**src/rtl/plane_deserializer_pkg.sv**
```systemverilog
// plane_deserializer_pkg: shared video parameters and deserializer state encoding
package plane_deserializer_pkg;
    localparam int PLANES_DEF = 4;
    localparam int WIDTH_DEF  = 8;
    typedef enum logic {FILL, HOLD} state_t;
endpackage

```
**src/rtl/plane_deserializer_if.sv**
```systemverilog
// plane_deserializer_if: pixel input and word output handshakes of the deserializer
interface plane_deserializer_if #(
    parameter int PLANES = plane_deserializer_pkg::PLANES_DEF,
    parameter int WIDTH  = plane_deserializer_pkg::WIDTH_DEF
);
    logic [PLANES-1:0]       pix_bit;
    logic                    pix_valid;
    logic                    pix_ready;
    logic                    flip;
    logic                    sync;
    logic [PLANES*WIDTH-1:0] out_word;
    logic                    out_valid;
    logic                    out_ready;
    modport master (output pix_bit, pix_valid, flip, sync, out_ready,
                    input  pix_ready, out_word, out_valid);
    modport slave  (input  pix_bit, pix_valid, flip, sync, out_ready,
                    output pix_ready, out_word, out_valid);
endinterface

```
**src/rtl/plane_deser_lane.sv**
```systemverilog
// plane_deser_lane: one bitplane assembly register shifting in either direction
module plane_deser_lane #(
    parameter int WIDTH = plane_deserializer_pkg::WIDTH_DEF
) (
    input  logic             clock,
    input  logic             reset,
    input  logic             clear,
    input  logic             load,
    input  logic             dir,
    input  logic             din,
    output logic [WIDTH-1:0] q,
    output logic [WIDTH-1:0] shifted
);
    // dir=1 enters at the MSB so the first pixel ends up in bit 0
    assign shifted = dir ? {din, q[WIDTH-1:1]} : {q[WIDTH-2:0], din};

    always_ff @(posedge clock)
        q <= (reset || clear) ? '0 : load ? shifted : q;
endmodule

```
**src/rtl/plane_deserializer.sv**
```systemverilog
// plane_deserializer: gathers one bit per plane per pixel into WIDTH-bit plane words
module plane_deserializer
    import plane_deserializer_pkg::*;
#(
    parameter int PLANES = PLANES_DEF,
    parameter int WIDTH  = WIDTH_DEF
) (
    input logic clock,
    input logic reset,
    plane_deserializer_if.slave bus
);
    localparam int CW = $clog2(WIDTH);

    state_t                  state, state_nxt;
    logic [CW-1:0]           cnt;
    logic                    flip_r, dir, accept, last, direct, xfer;
    logic [PLANES*WIDTH-1:0] asm_word, shf_word, out_word_q;
    logic                    out_valid_q;

    assign bus.pix_ready = state == FILL;
    assign bus.out_word  = out_word_q;
    assign bus.out_valid = out_valid_q;
    assign accept = bus.pix_valid && state == FILL && !bus.sync;
    assign last   = accept && cnt == CW'(WIDTH - 1);
    assign direct = last && (!out_valid_q || bus.out_ready);
    assign xfer   = state == HOLD && bus.out_ready && !bus.sync;
    // the direction latched on the first beat governs the rest of the word
    assign dir    = cnt == '0 ? bus.flip : flip_r;

    for (genvar p = 0; p < PLANES; p++) begin : g_lane
        plane_deser_lane #(.WIDTH(WIDTH)) u_lane (
            .clock  (clock),
            .reset  (reset),
            .clear  (bus.sync),
            .load   (accept),
            .dir    (dir),
            .din    (bus.pix_bit[p]),
            .q      (asm_word[p*WIDTH +: WIDTH]),
            .shifted(shf_word[p*WIDTH +: WIDTH])
        );
    end

    always_comb begin
        state_nxt = state;
        state_nxt = bus.sync ? FILL : (last && !direct) ? HOLD : xfer ? FILL : state;
    end

    always_ff @(posedge clock)
        state <= reset ? FILL : state_nxt;

    always_ff @(posedge clock) begin
        if (reset) begin
            cnt         <= '0;
            flip_r      <= 1'b0;
            out_word_q  <= '0;
            out_valid_q <= 1'b0;
        end else begin
            cnt    <= bus.sync ? '0 : accept ? (last ? '0 : cnt + 1'b1) : cnt;
            flip_r <= (accept && cnt == '0) ? bus.flip : flip_r;
            if (direct || xfer) begin
                out_word_q  <= direct ? shf_word : asm_word;
                out_valid_q <= 1'b1;
            end else if (bus.out_ready) begin
                out_valid_q <= 1'b0;
            end
        end
    end
endmodule
```
**src/flat_wrapper.sv**
```systemverilog
// flat-port wrapper written by rule: the top's interface ports become plain ports
module plane_deserializer_flat import plane_deserializer_pkg::*;
#(
    parameter int PLANES = PLANES_DEF,
    parameter int WIDTH  = WIDTH_DEF
)
  (clock, reset, bus_pix_bit, bus_pix_valid, bus_flip, bus_sync, bus_out_ready, bus_pix_ready, bus_out_word, bus_out_valid);
  plane_deserializer_if #(.PLANES(PLANES), .WIDTH(WIDTH)) bus_i ();
  input logic clock;
  input logic reset;
  input wire logic [$bits(bus_i.pix_bit)-1:0] bus_pix_bit;
  input wire logic [$bits(bus_i.pix_valid)-1:0] bus_pix_valid;
  input wire logic [$bits(bus_i.flip)-1:0] bus_flip;
  input wire logic [$bits(bus_i.sync)-1:0] bus_sync;
  input wire logic [$bits(bus_i.out_ready)-1:0] bus_out_ready;
  output wire logic [$bits(bus_i.pix_ready)-1:0] bus_pix_ready;
  output wire logic [$bits(bus_i.out_word)-1:0] bus_out_word;
  output wire logic [$bits(bus_i.out_valid)-1:0] bus_out_valid;
  assign bus_i.pix_bit = bus_pix_bit;
  assign bus_i.pix_valid = bus_pix_valid;
  assign bus_i.flip = bus_flip;
  assign bus_i.sync = bus_sync;
  assign bus_i.out_ready = bus_out_ready;
  assign bus_pix_ready = bus_i.pix_ready;
  assign bus_out_word = bus_i.out_word;
  assign bus_out_valid = bus_i.out_valid;
  plane_deserializer #(.PLANES(PLANES), .WIDTH(WIDTH)) u_core (.clock(clock), .reset(reset), .bus(bus_i));
endmodule
```
**config.mk**
```make
export PLATFORM = sky130hd
export DESIGN_NAME = plane_deserializer_flat
export DESIGN_NICKNAME = d
export VERILOG_FILES = /design/src/rtl/plane_deserializer_pkg.sv /design/src/rtl/plane_deserializer_if.sv /design/src/rtl/plane_deser_lane.sv /design/src/rtl/plane_deserializer.sv /design/src/flat_wrapper.sv
export SDC_FILE = /design/constraint.sdc
export NUM_CORES = 1
export LEC_CHECK = 0
export ABC_AREA = 1
export BUFFER_PORTS_ARGS = -buffer_cell sky130_fd_sc_hd__clkbuf_2
export CORE_MARGIN = 5
export CORE_UTILIZATION = 60
export CTS_CLUSTER_DIAMETER = 40
export CTS_CLUSTER_SIZE = 10
export DETAILED_ROUTE_END_ITERATION = 8
export GPL_TIMING_DRIVEN = 0
export PLACE_DENSITY = 0.9
export SKIP_CTS_REPAIR_TIMING = 1
export SLEW_MARGIN = 10
export SYNTH_ARGS = -nofsm -noshare
export SYNTH_HDL_FRONTEND = slang
export SYNTH_HIERARCHICAL = 1
export SYNTH_SLANG_ARGS = --single-unit
```
**constraint.sdc**
```tcl
create_clock -name clock -period 2.8 [get_ports clock]
set_input_delay 0.84 -clock clock [delete_from_list [all_inputs] [get_ports clock]]
set_output_delay 0.84 -clock clock [all_outputs]
set_load 0.02 [all_outputs]
```
==> impl_metrics.toml <==
[clock_tree]
cts_tree = "built"
h-tree-depth = 3
clock-sinks = 70
cts_root_buf = "clkbuf_8"
cts.path.max_buffers = 2
clock_latency_ns = 0.34
clk_pin_slew_ns = 0.07
cts_made_buffers = 9

[placement]
place.gp.congestion = 0.8869
dp.cells = 775
dp_hpwl_um = 7523
place_ws_ns = 0.4391
portBuffers = 42

[cells_and_area]
layout-drive-gt1-share_pct = 15.94
syn_to_final_growth_pct = 12.01
final_common_cell = "nand2_1"
antenna_cells = 0
final_util_pct = 68.93
nNetsFinal = 719
fin_cells = 789
layout_common_cells = "nand2_1, inv_1, dfxtp_1, nand3_1, nand4_1"

[floorplan]
die_width_um = 93.25
core_area_sq_um = 6756
rows = 30
start_util_pct = 61.54
io-pin-count = 44
die_y_um = 93.25
dieArea_sq_um = 8695

[power_and_ir_drop]
power_switching_w = 0.0005229
vdd_drop_max_v = 0.0002602
power_w = 0.002069
powerDensity_nw_per_um2 = 444.3
p_leak_nw = 2.342
clkPwrFrac_pct = 38.7
intPower_w = 0.001546
seqPwrFrac_pct = 49.7
p_sw_share_pct = 25.28
p_comb_share_pct = 11.6

[grt]
grt_pass1_vias = 4058
gr-usage-all-layers_pct = 25.08
antenna_found_initial = 0
overflow = 0
grt_max_degree = 14
grt_pass1_wl_um = 17770

[flow_run]
drv_cap = 0

[yosys]
syn_inst = 653
synth_area_leaders = "dfxtp_1, nand2_1, nand4_1, nand3_1, inv_1"
syn_area_sq_um = 4158
syn_nets = 666
avgSynthCellArea_sq_um = 6.367
yosysWarnings = 6
synth_top_cell_by_area = "dfxtp_1"
ys_seq_area_share_pct = 33.70
synth_top_cell_area_share_pct = 33.70
synth_seq_cells = 70
ys_types = 23

[timing]
worst_slack_ns = 0.4713
clock_skew_ns = 0.006453
rsz0062_at_grt = "no"
setup_tns_ns = 0
setup_viol = 0
hold_viol_final = 0
worstMarginPinSlew_ns = 0.5211
fin_crit_sh_pct = 83.17
drv_slew = 0
fmax_ghz = 0.4294
slew_headroom_pct = 65.26
fin_crit_ns = 2.329

[worst_hold_path]
hold_path_depth = 2
min_to = "u_core/bus.out_word[27]"
worstHoldStart = "u_core/bus.out_word[27]"
hp-class = "register to register"

[detailed_routing]
wl_per_cell_um = 13.22
drtIter0Drc = 374
wl_um = 10430
dr.pass1.iters = 7
route.detailed.drc = 0
antenna_left = 0
vias = 4415
viasPerCell = 5.596

[critical_path]
end_kind = "output pin"
cp.arrival_ns = 1.49
reg2reg_to = "u_core/bus.out_word[31]"
r2r_setup_slack_ns = 0.98
path_max_fanout = 10
slowest_stage = "clkbuf_1"
r2r_cells = 13
crit_type = "register to output pin"
crit_chain = "buf_6, clkbuf_1, inv_1, clkbuf_2"
cpPeakStageDelay_ns = 0.40
timing.rr.start = "u_core/cnt[0]"
required_ns = 1.96
startpoint_type = "register"

[run_status]
status = "completed"
per-layer routing:
metal	up-vias	part of all wire [%]	track usage (%)
met5	-	0	0
met4	0	1.4	8.425
met3	17	7.7	6.597
met2	201	50	42.94
met1	1998	41	30.35
li1	2199	-	-
power by group through the flow:
stage	clock network, W	logic [W]	registers, W
6_report	0.000800	0.000240	0.00103
5_1_grt	0.000874	0.000268	0.00103
4_1_cts	0.000823	0.000236	0.00103
3_5_place_dp	0	0.000234	0.00105
3_3_place_gp	0	0.000227	0.00105
2_1_floorplan	0	0.000183	0.00105
sequential cells by signal, summed over array words and instances, names as in the netlist:
name and flops:
u_core/cnt 3, u_core/flip_r 1, u_core/bus.out_valid 1, u_core/bus.out_word 32
u_core/g_lane.u_lane/q 32, u_core/state 1
cell families after synthesis:
group,after synthesis,synth area share (%)
adder cells (fa/ha/maj),3,0.9029
flip-flops,70,33.70
buffers and inverters,134,16.40
AND/OR/NAND/NOR,404,43.70
AO/OA/AOI/OAI,42,5.296
metrics by stage:
stage	hold slack (ns)	cell area, sq um
2_1_floorplan	0.4497	4158
3_3_place_gp	0.4603	4468
3_5_place_dp	0.4724	4468
4_1_cts	0.4824	4657
5_1_grt	0.4959	4657
6_report	0.4815	4657
worst max-delay path: cells and delay by family, from the launching register on:
family                 cells  cell delay [ns]
buffers and inverters      4             0.82
flip-flops                 1             0.33
layout make-up:
cell class	instances	area, sq um
fill	583	2100
tap	80	100.1
sequential	70	1401
multi-input combinational	449	2074
clock buffer	13	158.9
timing repair buffer	42	210.2
buffer	47	345.3
inverter	87	336.6
clock inverter	1	30.03
worst max path at each step:
stage	from	endpoint	slack (ns)
finish	u_core/state	bus_pix_ready	0.47
global route	u_core/state	bus_pix_ready	0.40
CTS	u_core/state	bus_pix_ready	0.47
detailed placement	bus_sync	u_core/g_lane[3].u_lane/q[3]	0.44
global placement	bus_sync	u_core/g_lane[3].u_lane/q[4]	0.50
floorplan	bus_sync	u_core/g_lane[0].u_lane/q[4]	0.96
synth_stat cells:
master,number
nand2_1,200
inv_1,73
dfxtp_1,70
nand3_1,67
nand4_1,64
nor2_1,57
a21oi_1,37
clkbuf_1,17
inv_2,10
buf_4,9
buf_2,8
buf_6,8
nor2_2,8
nand2_2,5
buf_12,4
inv_4,4
a211oi_1,3
ha_1,3
nor2_4,2
buf_1,1
nand4_2,1
o21ai_0,1
o21bai_1,1
Note: power is estimated with default switching activity, not from simulation.
